### config.mk
export PLATFORM = sky130hd
export DESIGN_NAME = litedram_csr_arbiter
export DESIGN_NICKNAME = d
export VERILOG_FILES = /design/src/rtl/litedram_ctrl_pkg.sv /design/src/rtl/wb_bus_watchdog.sv /design/src/rtl/litedram_csr_arbiter.sv
export SDC_FILE = /design/constraint.sdc
export NUM_CORES = 1
export LEC_CHECK = 0
export BUFFER_PORTS_ARGS = -buffer_cell sky130_fd_sc_hd__buf_2
export CORE_AREA = 2 2 123 125
export CTS_CLUSTER_SIZE = 28
export DETAILED_ROUTE_END_ITERATION = 10
export DIE_AREA = 0 0 125 127
export PLACE_DENSITY_LB_ADDON = 0.3
export SYNTH_ARGS = -nofsm -noshare
export SYNTH_HDL_FRONTEND = slang
export SYNTH_HIERARCHICAL = 1
export SYNTH_SLANG_ARGS = --single-unit
### constraint.sdc
create_clock -name sys_clk_100mhz -period 5.3 [get_ports sys_clk_100mhz]
set_input_delay 1.06 -clock sys_clk_100mhz [delete_from_list [all_inputs] [get_ports sys_clk_100mhz]]
set_output_delay 1.06 -clock sys_clk_100mhz [all_outputs]
set_load 0.1 [all_outputs]
### src/rtl/litedram_ctrl_pkg.sv
// Shared LiteDRAM control-port definitions: bus widths, DFII CSR map, and arbiter types.
// The init sequencer uses the same DFII constants.
package litedram_ctrl_pkg;

    localparam int DEF_ADDR_W = 30;
    localparam int DEF_DATA_W = 32;

    // DFII CSR word addresses on the control bus
    localparam logic [29:0] DFII_CONTROL_ADR       = 30'h0000_1000;
    localparam logic [29:0] DFII_PI0_COMMAND_ADR   = 30'h0000_1004;
    localparam logic [29:0] DFII_PI0_CMD_ISSUE_ADR = 30'h0000_1008;
    localparam logic [29:0] DFII_PI0_ADDRESS_ADR   = 30'h0000_100C;
    localparam logic [29:0] DFII_PI0_BADDRESS_ADR  = 30'h0000_1010;

    localparam int DFII_CONTROL_SEL     = 0;
    localparam int DFII_CONTROL_CKE     = 1;
    localparam int DFII_CONTROL_ODT     = 2;
    localparam int DFII_CONTROL_RESET_N = 3;

    localparam int DFII_COMMAND_CS     = 0;
    localparam int DFII_COMMAND_WE     = 1;
    localparam int DFII_COMMAND_CAS    = 2;
    localparam int DFII_COMMAND_RAS    = 3;
    localparam int DFII_COMMAND_WRDATA = 4;
    localparam int DFII_COMMAND_RDDATA = 5;

    typedef enum logic [1:0] {ARB_IDLE, ARB_GRANT0, ARB_GRANT1} arb_state_t;
    typedef enum logic {MST_M0, MST_M1} master_t;

endpackage

### src/rtl/wb_bus_watchdog.sv
// Aborts a Wishbone strobe that stays unterminated for TIMEOUT_CYCLES and keeps abort statistics.
module wb_bus_watchdog
#(
    parameter int TIMEOUT_CYCLES = 1024
)
(
    input  logic       sys_clk_100mhz,
    input  logic       rst_n,
    input  logic       bus_cyc,
    input  logic       bus_stb,
    input  logic       s_ack,
    input  logic       s_err,
    output logic       wd_err,
    output logic       timeout_flag,
    output logic [7:0] timeout_count
);
    localparam int CNT_W = (TIMEOUT_CYCLES > 2) ? $clog2(TIMEOUT_CYCLES) : 1;
    localparam logic [CNT_W-1:0] CNT_MAX = CNT_W'(TIMEOUT_CYCLES - 1);

    logic [CNT_W-1:0] count;

    // A slave termination in the firing cycle suppresses the abort
    assign wd_err = bus_cyc && bus_stb && !s_ack && !s_err && (count == CNT_MAX);

    always_ff @(posedge sys_clk_100mhz or negedge rst_n) begin
        if (!rst_n) begin
            count         <= '0;
            timeout_flag  <= 1'b0;
            timeout_count <= 8'd0;
        end else begin
            if (!bus_cyc || s_ack || s_err || wd_err)
                count <= '0;
            else if (bus_stb)
                count <= count + 1'b1;

            if (wd_err) begin
                timeout_flag <= 1'b1;
                if (timeout_count != 8'hFF)
                    timeout_count <= timeout_count + 8'd1;
            end
        end
    end

endmodule

### src/rtl/litedram_csr_arbiter.sv
// Two-master Wishbone arbiter for the LiteDRAM CSR port: m0 exclusive until init_done,
// then round-robin with bus lock while cyc stays high.
module litedram_csr_arbiter
    import litedram_ctrl_pkg::*;
#(
    parameter int ADDR_W         = DEF_ADDR_W,
    parameter int DATA_W         = DEF_DATA_W,
    parameter int TIMEOUT_CYCLES = 1024,
    localparam int SEL_W         = DATA_W / 8
)
(
    input  logic              sys_clk_100mhz,
    input  logic              rst_n,
    input  logic              init_done,
    input  logic              m0_cyc,
    input  logic              m0_stb,
    input  logic              m0_we,
    input  logic [ADDR_W-1:0] m0_adr,
    input  logic [DATA_W-1:0] m0_dat_w,
    input  logic [SEL_W-1:0]  m0_sel,
    output logic [DATA_W-1:0] m0_dat_r,
    output logic              m0_ack,
    output logic              m0_err,
    input  logic              m1_cyc,
    input  logic              m1_stb,
    input  logic              m1_we,
    input  logic [ADDR_W-1:0] m1_adr,
    input  logic [DATA_W-1:0] m1_dat_w,
    input  logic [SEL_W-1:0]  m1_sel,
    output logic [DATA_W-1:0] m1_dat_r,
    output logic              m1_ack,
    output logic              m1_err,
    output logic              s_cyc,
    output logic              s_stb,
    output logic              s_we,
    output logic [ADDR_W-1:0] s_adr,
    output logic [DATA_W-1:0] s_dat_w,
    output logic [SEL_W-1:0]  s_sel,
    input  logic [DATA_W-1:0] s_dat_r,
    input  logic              s_ack,
    input  logic              s_err,
    output logic              timeout_flag,
    output logic [7:0]        timeout_count
);
    arb_state_t state, next_state;
    master_t    last_grant;
    logic       req0, req1, bus_cyc, bus_stb, wd_err;

    assign req0     = m0_cyc;
    assign req1     = m1_cyc & init_done;
    assign m0_dat_r = s_dat_r;
    assign m1_dat_r = s_dat_r;

    // Derived from state and master inputs directly so the watchdog sees no path through the output mux
    assign bus_cyc = ((state == ARB_GRANT0) && m0_cyc) || ((state == ARB_GRANT1) && m1_cyc);
    assign bus_stb = ((state == ARB_GRANT0) && m0_cyc && m0_stb) ||
                     ((state == ARB_GRANT1) && m1_cyc && m1_stb);

    always_ff @(posedge sys_clk_100mhz or negedge rst_n) begin
        if (!rst_n) begin
            state      <= ARB_IDLE;
            last_grant <= MST_M1;
        end else begin
            state <= next_state;
            if (state == ARB_IDLE && next_state == ARB_GRANT0)
                last_grant <= MST_M0;
            else if (state == ARB_IDLE && next_state == ARB_GRANT1)
                last_grant <= MST_M1;
        end
    end

    always_comb begin
        next_state = state;
        s_cyc      = 1'b0;
        s_stb      = 1'b0;
        s_we       = 1'b0;
        s_adr      = '0;
        s_dat_w    = '0;
        s_sel      = '0;
        unique case (state)
            ARB_IDLE: begin
                if (req0 && (!req1 || last_grant == MST_M1))
                    next_state = ARB_GRANT0;
                else if (req1)
                    next_state = ARB_GRANT1;
            end
            ARB_GRANT0: begin
                s_cyc   = m0_cyc;
                s_stb   = m0_stb;
                s_we    = m0_we;
                s_adr   = m0_adr;
                s_dat_w = m0_dat_w;
                s_sel   = m0_sel;
                if (!m0_cyc)
                    next_state = ARB_IDLE;
            end
            ARB_GRANT1: begin
                s_cyc   = m1_cyc;
                s_stb   = m1_stb;
                s_we    = m1_we;
                s_adr   = m1_adr;
                s_dat_w = m1_dat_w;
                s_sel   = m1_sel;
                if (!m1_cyc)
                    next_state = ARB_IDLE;
            end
            default: next_state = ARB_IDLE;
        endcase
    end

    always_comb begin
        m0_ack = 1'b0;
        m0_err = 1'b0;
        m1_ack = 1'b0;
        m1_err = 1'b0;
        if (state == ARB_GRANT0) begin
            m0_ack = s_ack & m0_stb;
            m0_err = (s_err | wd_err) & m0_stb;
        end else if (state == ARB_GRANT1) begin
            m1_ack = s_ack & m1_stb;
            m1_err = (s_err | wd_err) & m1_stb;
        end
    end

    wb_bus_watchdog #(
        .TIMEOUT_CYCLES (TIMEOUT_CYCLES)
    ) u_watchdog (
        .sys_clk_100mhz (sys_clk_100mhz),
        .rst_n          (rst_n),
        .bus_cyc        (bus_cyc),
        .bus_stb        (bus_stb),
        .s_ack          (s_ack),
        .s_err          (s_err),
        .wd_err         (wd_err),
        .timeout_flag   (timeout_flag),
        .timeout_count  (timeout_count)
    );

endmodule

# [Word level (Yosys, flattened, before mapping)]
# Index checks and enable logic that the tools add are counted.
[totals] out_inout_bits=146 input_bits=175 regBits=22
[op_classes] addsub=2 bitwise_logic=6 n_eq_ne=6 n_mux=21 n_reduce_logical=25
[op_table] operator="32-bit one-hot mux with 2 select lines" n=1
[op_table] operator="30-bit one-hot mux with 2 select lines" n=1
[op_table] operator="10-bit 2-to-1 mux" n=2
[op_table] operator="1-bit logical AND" n=11
[op_table] operator="10-bit by 1-bit adder with 10-bit output (second input constant)" n=1
[op_table] operator="10-bit == test (second input constant)" n=1
[op_table] operator="8-bit by 1-bit adder with 8-bit output (second input constant)" n=1
[op_table] operator="1-bit 2-to-1 mux" n=8
[op_table] operator="2-bit 2-to-1 mux" n=4
[op_table] operator="8-bit inequality test (second input constant)" n=1
[op_table] operator="4-bit one-hot mux with 2 select lines" n=1
[op_table] operator="1-bit logical OR" n=6
[op_table] operator="1-bit one-hot mux with 2 select lines" n=3
[op_table] operator="2-bit one-hot mux with 3 select lines" n=1
[op_table] operator="1-bit AND" n=5
[op_table] operator="2-bit by 1-bit == test with 1-bit output (second input constant)" n=2
[op_table] operator="2-bit == test (second input constant)" n=2
[op_table] operator="1-bit zero test" n=4
[op_table] operator="2-bit nonzero test" n=2
[op_table] operator="2-bit zero test" n=1
[op_table] operator="2-bit AND reduction" n=1
[op_table] operator="1-bit OR" n=1

# [Logic depth before layout (Yosys ltp)]
# Gate-level depths: netlist of run 1.
[logic_depth] depth_word=12 mapped_depth=13 mapped_depth_nobuf=8

# [Modules after synthesis]
# Netlist of run 1, hierarchy kept.
[by_module_without_submodules] mod="litedram_csr_arbiter" n_inst=1 area_per_inst_um2=1806.7 cells_each=257 seq_area_each_um2=76.3
[by_module_without_submodules] mod="wb_bus_watchdog" n_inst=1 area_per_inst_um2=958.4 cells_each=90 seq_area_each_um2=475.5

# [Worst setup path before layout of run 1]
# OpenSTA, ideal clock, no wires.
[synth_timing] kind="register to output" from="reg state[0]" to="out m1_err" path_slack_ns=0.277 required_ns=4.240 path_stages_with_launch=13 arrival_time_ns=3.963 cell_sequence="dfrtp_1 -> inv_1 -> ha_1 -> buf_6 -> buf_2 -> buf_2 -> nand3_1 -> nand2_1 -> buf_2 -> nand4_4 -> nor4_1 -> nor2_1 -> nor3_1"
[synth_via] elab_chain_len=12 word_cells_on_any_way=16
[synth_lines] element="start: declaration" line_no="litedram_csr_arbiter.sv:45" text="arb_state_t state, next_state;"
[synth_lines] element="start signal: assignment" line_no="litedram_csr_arbiter.sv:64" text="state <= next_state;"
[synth_lines] element="2-bit by 1-bit == test with 1-bit output / 2-bit == test (equally long branches)" line_no="litedram_csr_arbiter.sv:56, litedram_csr_arbiter.sv:57"
[synth_lines] element="1-bit logical AND (on tied branches) (2 in a row)" line_no="litedram_csr_arbiter.sv:56, litedram_csr_arbiter.sv:57"
[synth_lines] element="1-bit logical OR *" line_no="litedram_csr_arbiter.sv:56" text="assign bus_stb = ((state == ARB_GRANT0) && m0_cyc && m0_stb) ||"
[synth_lines] element="named net bus_stb" line_no="litedram_csr_arbiter.sv:47" text="logic req0, req1, bus_cyc, bus_stb, wd_err;"
[synth_lines] element="1-bit logical AND * (4 in a row)" line_no="wb_bus_watchdog.sv:23" text="assign wd_err = bus_cyc && bus_stb && !s_ack && !s_err && (count == CNT_MAX);"
[synth_lines] element="named net wd_err" line_no="litedram_csr_arbiter.sv:47"
[synth_lines] element="1-bit OR *" line_no="litedram_csr_arbiter.sv:121" text="m1_err = (s_err | wd_err) & m1_stb;"
[synth_lines] element="1-bit AND *" line_no="litedram_csr_arbiter.sv:121"
[synth_lines] element="1-bit 2-to-1 mux *" line_no="litedram_csr_arbiter.sv:119" text="end else if (state == ARB_GRANT1) begin"
[synth_lines] element="1-bit 2-to-1 mux *" line_no="litedram_csr_arbiter.sv:116" text="if (state == ARB_GRANT0) begin"
[synth_lines] element="end: declaration" line_no="litedram_csr_arbiter.sv:32" text="output logic m1_err,"
# Mark *: on every way through the listed nets, which the timed path passes. The rest lies on a longest branch.

# [Final worst setup path of run 1]
[layout_timing] from="reg state[1]" to="out m1_err"
# The elaborated chain is that of the path after synthesis.

==> metrics.csv, run 1 <==
stage;metric;value;unit
run_status;status;complete, no violations;
worst_setup_path;reg-to-reg startpoint;state[1];
synth;Most used DFF post-synth;dfrtp_1;
global_routing;Total GRT Usage;12.2;%
route;Vias;3034;
route;Routed WL per cell;16.1;um
worst_setup_path;critical path's slowest cell;ha_2;
floorplanning;Die X;125;um
hold_path;Hold Path Class;flop to flop;
clock_network;Clock Pin Slew Worst Setup and Hold Paths;0.06;ns
floorplanning;die height;127;um
global_routing;first-pass GRT wire length;15.8;mm
synth;Synth Area per Inst;7.97;sq um
clock_network;Sink Count;22;
route;antenna viol nets, final;0;
route;DRC viols;0;
clock_network;Bufs on Longest Clock Path;2;
sta;final worst path period need;4.00;ns
sta;Final Max Slew Viols;0;
worst_setup_path;reg-to-reg setup timing slack;2.42;ns
clock_network;Root Buffer;clkbuf_16;
power;Peak supply drop;0.440;mV
worst_setup_path;largest stage delay on the critical path;0.46;ns
worst_setup_path;crit-path cells;inv_1 > ha_2 > nand3_1 > nand2_1 > nand4_4 > nor4_1 > nor2_1 > nor3_1 > buf_2;
layout;layout cell share with drive strength beyond 1;50.2;%
worst_setup_path;Critical Path End Type;output pin;
sta;unrepaired setup endpoints after global routing;no;
clock_network;TritonCTS clock tree;done;
synth;Unique masters post-synth;43;
sta;slew margin rel.;39.2;%
clock_network;CTS H-tree depth;1;
worst_setup_path;r2r worst-path depth;8;
synth;Synthesis Warnings;6;
synth;Mapped Area;2770;sq um
sta;Setup TNS Final;0;ns
synth;cell taking the most area after synthesis;dfrtp_1;
synth;number of synthesized flops with an enable pin;0;
flow_run;max cap viols;0;
placed_design;routability cong.;0.785;
synth;largest cells by area after synthesis;dfrtp_1, a22oi_1, buf_4, nor2b_1, ha_1;
worst_setup_path;Critical Path Start Type;flop;
layout;Nets;670;
clock_network;clk_lat worst skew;0.25;ns
layout;number of antenna diodes;0;
synth;Synth top cells by count;a22oi_1, nor2b_1, buf_4, dfrtp_1, clkbuf_1;
route;first drt pass iteration count;4;
floorplanning;Core Box Area;14400;sq um
synth;synthesized flop and latch total;22;
floorplanning;DIE AREA;15900;sq um
layout;Area Growth Syn to Fin;32.1;%
route;vias per inst;4.51;
worst_setup_path;Critical Path Sink;m1_err;
worst_setup_path;r2r endpoint;u_watchdog/timeout_count[1];
sta;endpoints failing setup;0;
global_routing;largest net degree at the start of global routing;70;
floorplanning;Ports;321;
sta;Fmax;250;MHz
global_routing;vias in the first global route;2948;
route;final wirelength;10.9;mm
floorplanning;Starting Density;19.2;%
layout;Final Cell Area;3650;sq um
placed_design;dpl hpwl;9.07;mm
synth;most common cell in the netlist;a22oi_1;
global_routing;antenna violations before repair;0;
synth;post-synthesis instance total;347;
sta;final hold vios;0;
worst_setup_path;Critical Path Fanout Max;22;
power;power density cells;716;nW/um^2
clock_network;cts repair resizes;0;
synth;syn_nets;528;
global_routing;total grt overflow;0;
synth;post-synth top area share;19.0;%
worst_setup_path;Worst Setup SP;state[1];
power;Pleak;1.85;nW
sta;Clock Skews;0.00279;ns
synth;Seq/Total Area, Yosys;20.0;%
placed_design;Placed Area;3550;sq um
sta;Tcrit/Tclk final;75.5;%
worst_setup_path;CP required;4.24;ns
worst_setup_path;CP arrival;2.94;ns
synth;Async S/R FF share, synth;100;%
sta;Worst Tran Pin Value;0.913;ns
floorplanning;Row Count;44;
worst_setup_path;WS Path Type;flop to output pin;
clock_network;Setup Buffers After CTS;0;
placed_design;Buffers on Ports;224;
clock_network;CTS buffer count;3;
clock_network;hold buffer count at CTS;0;
route;initial DRC count;128;
-- power by group --
group	leakage, nW	internal [mW]	total [mW]	switching [mW]
Sequential	0.302	0.182	0.193	0.0115
Combinational	1.50	0.452	2.21	1.76
Clock	0.0511	0.150	0.212	0.0617
Total	1.85	0.783	2.62	1.83
-- metal layers --
layer | part of all wire (%) | track usage (%) | up-vias
met5 | 0 | 0 | -
met4 | 0.56 | 1.44 | 0
met3 | 11 | 5.40 | 13
met2 | 45 | 19.2 | 182
met1 | 43 | 16.0 | 1399
li1 | - | - | 1440
-- worst max-delay path: cells and delay by family (launching register included) --
| family | cells | cell delay (ns) |
|---|---|---|
| adders and majority gates | 1 | 0.46 |
| DFF | 1 | 0.44 |
| buffers and inverters | 2 | 0.57 |
| and+or+nand+nor | 6 | 1.20 |
-- flip-flops by register name (all words and copies together) (netlist names) --
register,flops
last_grant,1
state,2
u_watchdog/count,10
u_watchdog/timeout_count,8
u_watchdog/timeout_flag,1
-- kinds of logic (layout without fill, tap and decap cells) --
logic type / Yosys count / count (layout) / share of synthesized area (%)
AOI/OAI and AO/OA: 85 / 85 / 22.7
xor gates and xnor gates: 10 / 10 / 3.17
muxes: 5 / 5 / 1.99
adders and majority gates: 6 / 6 / 2.71
DFF: 22 / 22 / 20.0
and+or+nand+nor: 128 / 128 / 27.8
buffers and inverters: 91 / 232 / 21.6
-- worst min path at each step --
| stage | to | cells past startpoint | slack (ns) | from |
|---|---|---|---|---|
| after floorplan | u_watchdog/count[9] | 2 | 0.53 | u_watchdog/count[9] |
| after global placement | u_watchdog/timeout_flag | 1 | 0.45 | u_watchdog/timeout_flag |
| after detailed placement | u_watchdog/timeout_flag | 1 | 0.45 | u_watchdog/timeout_flag |
| after CTS | u_watchdog/timeout_flag | 1 | 0.47 | u_watchdog/timeout_flag |
| after global routing | u_watchdog/timeout_flag | 1 | 0.51 | u_watchdog/timeout_flag |
| final | u_watchdog/timeout_flag | 1 | 0.47 | u_watchdog/timeout_flag |
-- area by class of cell --
class,count,area (sq um)
flip-flops and latches,22,552
fillers,1622,10800
inverters,2,7.51
clock buffers,3,75.1
multi-input cells,234,1620
well taps,184,230
repair buffers,226,1140
clock inverters,1,30.0
-- cell usage in the layout (no fill, tap or decap), types with 2 or more instances in the layout --
cell type / instances
a21oi_1: 6
clkbuf_16: 3
or3_1: 2
ha_2: 3
nor3_1: 3
o21ai_0: 3
nor2b_1: 67
buf_4: 2
inv_1: 2
xor2_1: 6
ha_1: 3
dfrtp_1: 21
nand2b_1: 2
nand3_1: 8
a22oi_1: 68
or2_2: 2
buf_2: 224
nand2_1: 12
nand4_1: 6
a21boi_0: 2
nor2_1: 15
mux2_1: 3
xnor2_1: 4
-- per-stage QoR --
| step | setup slack [ns] | hold slack [ns] | power (mW) | cells | utilization (%) |
|---|---|---|---|---|---|
| finish | 1.30 | 0.470 | 2.62 | 672 | 25.3 |
| global route | 1.08 | 0.512 | 2.76 | 672 | 25.3 |
| CTS | 1.33 | 0.470 | 2.65 | 672 | 25.3 |
| detailed placement | 1.45 | 0.450 | 2.44 | 668 | 24.6 |
| global placement | 1.51 | 0.450 | 2.42 | 668 | 24.6 |
| floorplan | 0.277 | 0.532 | 2.30 | 347 | - |
Note: power is estimated with default switching activity, not from simulation.
==> run 2, diff against run 1 <==
--- a/config.mk
+++ b/config.mk
@@ -6,10 +6,10 @@
 export NUM_CORES = 1
 export LEC_CHECK = 0
 export BUFFER_PORTS_ARGS = -buffer_cell sky130_fd_sc_hd__buf_2
-export CORE_AREA = 2 2 123 125
+export CORE_AREA = 2 2 125 127
 export CTS_CLUSTER_SIZE = 28
 export DETAILED_ROUTE_END_ITERATION = 10
-export DIE_AREA = 0 0 125 127
+export DIE_AREA = 0 0 127 129
 export PLACE_DENSITY_LB_ADDON = 0.3
 export SYNTH_ARGS = -nofsm -noshare
 export SYNTH_HDL_FRONTEND = slang
==> constraint.sdc (replaced) <==
create_clock -name sys_clk_100mhz -period 3.75 [get_ports sys_clk_100mhz]
set_input_delay 0.75 -clock sys_clk_100mhz [delete_from_list [all_inputs] [get_ports sys_clk_100mhz]]
set_output_delay 0.75 -clock sys_clk_100mhz [all_outputs]
set_load 0.1 [all_outputs]
==> metrics.csv, run 2 (synthesis results as in run 1) <==
stage;metric;value;unit;change
layout;Final Cell Area;3710;sq um;+1.5%
layout;layout cell share with drive strength beyond 1;50.9;%;+0.71 points
floorplanning;DIE AREA;16400;sq um;+3.2%
worst_setup_path;crit-path cells;inv_1 > ha_2 > nand3_1 > nand2_1 > nand4_4 > nor4_1 > nor2_1 > nor3_2 > buf_12;;
worst_setup_path;critical path's slowest cell;dfrtp_1;;
placed_design;Post-Place Worst Slack;0.746;ns;-0.707 ns
sta;unrepaired setup endpoints after global routing;no;;
worst_setup_path;WS Path Type;flop to output pin;;
power;power density cells;1000;nW/um^2;+40%
global_routing;first-pass GRT wire length;15.4;mm;-2.2%
clock_network;Sink Count;22;;unchanged
sta;Worst Tran Pin Value;0.566;ns;-0.346 ns
sta;Fmax;318;MHz;
layout;max reg flops;10;;unchanged
placed_design;Placed Instances;675;;+1.0%
layout;number of antenna diodes;0;;unchanged
clock_network;Setup Buffers After CTS;0;;unchanged
sta;final worst path period need;3.15;ns;
worst_setup_path;largest stage delay on the critical path;0.43;ns;-0.03 ns
global_routing;total grt overflow;0;;unchanged
layout;most frequent cells in the layout;buf_2, a22oi_1, nor2b_1;;
layout;commonest non-fill, non-tap cell in the layout;buf_2;;
placed_design;routability cong.;0.766;;-2.4%
clock_network;Root Buffer;clkbuf_16;;
floorplanning;die height;129;um;+1.6%
layout;Fillers;1683;;+3.8%
route;initial DRC count;192;;+50%
sta;Final Max Slew Viols;0;;unchanged
floorplanning;Starting Density;18.5;%;-0.71 points
layout;Nets;673;;+0.45%
worst_setup_path;Critical Path Start Type;flop;;
floorplanning;Row Count;45;;+2.3%
clock_network;hold buffer count at CTS;0;;unchanged
placed_design;Buffers on Ports;224;;unchanged
clock_network;TritonCTS clock tree;done;;
route;DRC viols;0;;unchanged
route;vias per inst;4.48;;-0.84%
floorplanning;Die X;127;um;+1.6%
global_routing;Total GRT Usage;12.1;%;-0.15 points
worst_setup_path;Critical Path Fanout Max;9;;-59%
floorplanning;Ports;321;;unchanged
placed_design;Placed Area;3630;sq um;+2.3%
clock_network;Bufs on Longest Clock Path;2;;unchanged
layout;Area Growth Syn to Fin;34.2;%;
worst_setup_path;CP Buf/Inv Count;2;;unchanged
route;first drt pass iteration count;4;;unchanged
worst_setup_path;CP arrival;2.40;ns;-0.54 ns
layout;Final Non-Filler Cells;679;;+1.0%
placed_design;dpl hpwl;9.21;mm;+1.6%
layout;final core utilization;24.8;%;-0.56 points
worst_setup_path;CP required;3.00;ns;-1.24 ns
route;Routed WL per cell;16.3;um;+1.0%
clock_network;CTS H-tree depth;1;;unchanged
power;Peak supply drop;0.705;mV;+60%
global_routing;largest net degree at the start of global routing;45;;-36%
clock_network;clk_lat worst skew;0.25;ns;about the same
hold_path;Hold Path Class;primary input to async pin;;
sta;endpoints failing setup;0;;unchanged
layout;Top Registers;u_watchdog/count: 10 flops, u_watchdog/timeout_count: 8 flops, state: 2 flops;;
sta;final hold vios;0;;unchanged
sta;final worst slack;0.601;ns;-0.696 ns
route;Vias;3040;;+0.20%
route;antenna viol nets, final;0;;unchanged
flow_run;max cap viols;0;;unchanged
worst_setup_path;reg-to-reg setup timing slack;1.19;ns;-1.23 ns
power;Pleak;1.86;nW;+0.77%
run_status;status;complete, no violations;;
global_routing;antenna violations before repair;0;;unchanged
worst_setup_path;crit-path leading delay family;simple AND/OR/NAND/NOR gates;;
sta;Tcrit/Tclk final;84.0;%;
clock_network;cts repair resizes;0;;unchanged
route;final wirelength;11.1;mm;+2.1%
global_routing;vias in the first global route;2807;;-4.8%
clock_network;CTS buffer count;3;;unchanged
sta;Clock Skews;0.00470;ns;+0.00192 ns
worst_setup_path;Critical Path End Type;output pin;;
sta;slew margin rel.;62.5;%;+23 points
layout;Reg with most FFs;u_watchdog/count;;
floorplanning;Core Box Area;15000;sq um;+3.8%
clock_network;Clock Pin Slew Worst Setup and Hold Paths;0.06;ns;about the same
[run 2: worst paths after layout]
path | endpoint | cells past startpoint | start
max in group asynchronous | last_grant | 1 | rst_n
setup reg to reg | u_watchdog/timeout_count[1] | 7 | state[1]
hold reg to reg | u_watchdog/timeout_flag | 1 | u_watchdog/timeout_flag
setup / recovery | m1_err | 9 | state[1]
min in group sys_clk_100mhz | u_watchdog/timeout_flag | 1 | u_watchdog/timeout_flag
hold / removal | u_watchdog/timeout_count[6] | 1 | rst_n
[run 2: worst register-to-register path: stages, from the launching register on]
cell	delay, ns
dfrtp_1	0.43
inv_1	0.13
ha_2	0.23
a22o_4	0.16
or3b_4	0.42
nor4_4	0.49
and2b_2	0.26
mux2_1	0.32
[run 2: per-stage QoR]
stage | total power, mW | setup TNS (ns) | hold slack [ns]
final | 3.72 | 0 | 0.458
after global routing | 3.90 | 0 | 0.500
after CTS | 3.76 | 0 | 0.463
after detailed placement | 3.53 | 0 | 0.449
after global placement | 3.51 | 0 | 0.447
after floorplan | 3.25 | -0.141 | 0.454
[run 2: area by class of cell]
type	count	area (sq um)	area share [%]
flip-flops and latches	22	552	14.9
repair buffers	229	1200	32.4
multi-input cells	234	1640	44.1
well taps	188	235	6.34
inverters	2	7.51	0.202
clock buffers	4	78.8	2.12
[run 2: power by group]
part | switching (mW) | internal, mW | leakage, nW
combinational | 2.55 | 0.681 | 1.52
clock | 0.0756 | 0.145 | 0.0382
sequential | 0.0158 | 0.257 | 0.302
[run 2: routing by layer]
layer	vias up	global-route usage, %	wire, um
li1	1447	-	-
met1	1377	16.8	4760
met2	207	18.2	4870
met3	9	4.45	1340
met4	0	2.07	99
met5	-	0	0
==> run 3, diff against run 2 <==
==> constraint.sdc (replaced) <==
create_clock -name sys_clk_100mhz -period 3.25 [get_ports sys_clk_100mhz]
set_input_delay 0.65 -clock sys_clk_100mhz [delete_from_list [all_inputs] [get_ports sys_clk_100mhz]]
set_output_delay 0.65 -clock sys_clk_100mhz [all_outputs]
set_load 0.1 [all_outputs]
==> metrics.csv, run 3 (synthesis results as in run 1) <==
stage;metric;value;unit;change
worst_setup_path;CP Buf/Inv Count;2;;unchanged
global_routing;antenna violations before repair;0;;unchanged
placed_design;Placed Instances;676;;+0.15%
layout;Area Growth Syn to Fin;73.6;%;
route;DRC viols;0;;unchanged
clock_network;CTS buffer count;3;;unchanged
clock_network;Root Buffer;clkbuf_16;;
clock_network;Bufs on Longest Clock Path;2;;unchanged
power;power density cells;1110;nW/um^2;+11%
global_routing;Total GRT Usage;11.1;%;-1.0 points
route;initial DRC count;125;;-35%
route;Vias;3000;;-1.3%
worst_setup_path;WS Path Type;flop to output pin;;
floorplanning;Row Count;45;;unchanged
power;Pleak;2.09;nW;+12%
floorplanning;die height;129;um;unchanged
floorplanning;Core Box Area;15000;sq um;unchanged
layout;max reg flops;10;;unchanged
global_routing;largest net degree at the start of global routing;46;;+2.2%
sta;final worst path period need;3.09;ns;
layout;final core utilization;32.0;%;+7.3 points
clock_network;TritonCTS clock tree;done;;
route;vias per inst;4.41;;-1.5%
placed_design;dpl hpwl;8.31;mm;-9.8%
power;Pwr Total;5.33;mW;+43%
layout;number of antenna diodes;0;;unchanged
layout;commonest non-fill, non-tap cell in the layout;buf_2;;
worst_setup_path;Critical Path Start Type;flop;;
layout;most frequent cells in the layout;buf_2, buf_12, a22oi_1;;
worst_setup_path;CP arrival;2.44;ns;+0.04 ns
layout;Top Registers;u_watchdog/count: 10 flops, u_watchdog/timeout_count: 8 flops, state: 2 flops;;
worst_setup_path;CP required;2.60;ns;-0.40 ns
power;Peak supply drop;0.526;mV;-25%
placed_design;routability cong.;0.738;;-3.7%
clock_network;Clock Pin Slew Worst Setup and Hold Paths;0.06;ns;about the same
layout;Nets;674;;+0.15%
route;Routed WL per cell;14.9;um;-8.7%
route;first drt pass iteration count;5;;+1
route;antenna viol nets, final;0;;unchanged
clock_network;clk_lat worst skew;0.25;ns;about the same
global_routing;total grt overflow;0;;unchanged
clock_network;CTS H-tree depth;1;;unchanged
floorplanning;Starting Density;18.5;%;unchanged
floorplanning;Die X;127;um;unchanged
worst_setup_path;crit-path leading delay family;simple AND/OR/NAND/NOR gates;;
worst_setup_path;Critical Path End Type;output pin;;
clock_network;Sink Count;22;;unchanged
sta;Tcrit/Tclk final;95.0;%;
worst_setup_path;crit-path cells;inv_1 > ha_2 > a22o_4 > or3b_4 > nor4_2 > nor2_1 > nor3_2 > buf_12;;
run_status;status;complete, no violations;;
floorplanning;Ports;321;;unchanged
sta;final hold vios;0;;unchanged
worst_setup_path;largest stage delay on the critical path;0.44;ns;about the same
route;final wirelength;10.1;mm;-8.5%
hold_path;Hold Path Class;primary input to async pin;;
layout;Final Non-Filler Cells;680;;+0.15%
sta;Worst Tran Pin Value;0.519;ns;-0.0470 ns
global_routing;first-pass GRT wire length;14.8;mm;-3.8%
floorplanning;DIE AREA;16400;sq um;unchanged
worst_setup_path;Critical Path Fanout Max;6;;-3
worst_setup_path;critical path's slowest cell;dfrtp_1;;
sta;final worst slack;0.162;ns;-0.439 ns
placed_design;Buffers on Ports;224;;unchanged
sta;endpoints failing setup;0;;unchanged
placed_design;Post-Place Worst Slack;0.371;ns;-0.376 ns
sta;Final Max Slew Viols;0;;unchanged
layout;layout cell share with drive strength beyond 1;53.5;%;+2.5 points
sta;Clock Skews;0.00218;ns;-0.00252 ns
layout;Reg with most FFs;u_watchdog/count;;
global_routing;vias in the first global route;2874;;+2.4%
flow_run;max cap viols;0;;unchanged
sta;Fmax;324;MHz;
sta;slew margin rel.;65.4;%;+2.9 points
==> run 3: cell count changes in the layout (fill, tap and decap cells not counted), sizes merged <==
cell,delta
bufinv,+1
buf,+1
clkbuf,-1
==> run 3: per-layer routing <==
layer,GRT usage (%),routed length (um),up-vias
met3,2.54,810,36
met2,19.1,4990,149
met1,13.7,4030,1369
met5,0,0,-
li1,-,-,1446
met4,3.75,302,0
==> run 3: timing repair <==
action	4_1_cts	5_1_grt
setup buffers	0	0
setup endpoints to repair	0	2
resized for setup	0	2
hold buffers	0	0
==> run 3: worst paths after layout <==
path                         depth (start not counted)                     endpoint               startpoint  slack, ns
max                                                  8                       m1_err                 state[1]       0.16
max in group asynchronous                            1                   last_grant                    rst_n       2.52
min in group sys_clk_100mhz                          1      u_watchdog/timeout_flag  u_watchdog/timeout_flag       0.47
max reg2reg                                          7  u_watchdog/timeout_count[1]                 state[1]       0.71
min                                                  1  u_watchdog/timeout_count[4]                    rst_n       0.37
min reg2reg                                          1      u_watchdog/timeout_flag  u_watchdog/timeout_flag       0.47
==> run 3: per-stage QoR <==
stage	TNS, ns	hold WS [ns]	instance area (sq um)
2_1_floorplan	-0.703	0.354	2800
4_1_cts	0	0.380	4790
6_report	0	0.366	4800
3_5_place_dp	0	0.463	4690
5_1_grt	-0.0132	0.398	4800
3_3_place_gp	0	0.452	4690
==> run 3: layout make-up <==
| cell class | instances | area, sq um |
|---|---|---|
| clock inverters | 1 | 30.0 |
| well taps | 188 | 235 |
| repair buffers | 230 | 2230 |
| multi-input cells | 234 | 1670 |
| fillers | 1527 | 10200 |
| flip-flops and latches | 22 | 552 |
| clock buffers | 3 | 75.1 |
| inverters | 2 | 7.51 |
==> run 3: power by group <==
part	internal, mW	switching (mW)
logic	1.62	3.05
registers	0.296	0.0177
clock network	0.244	0.0973
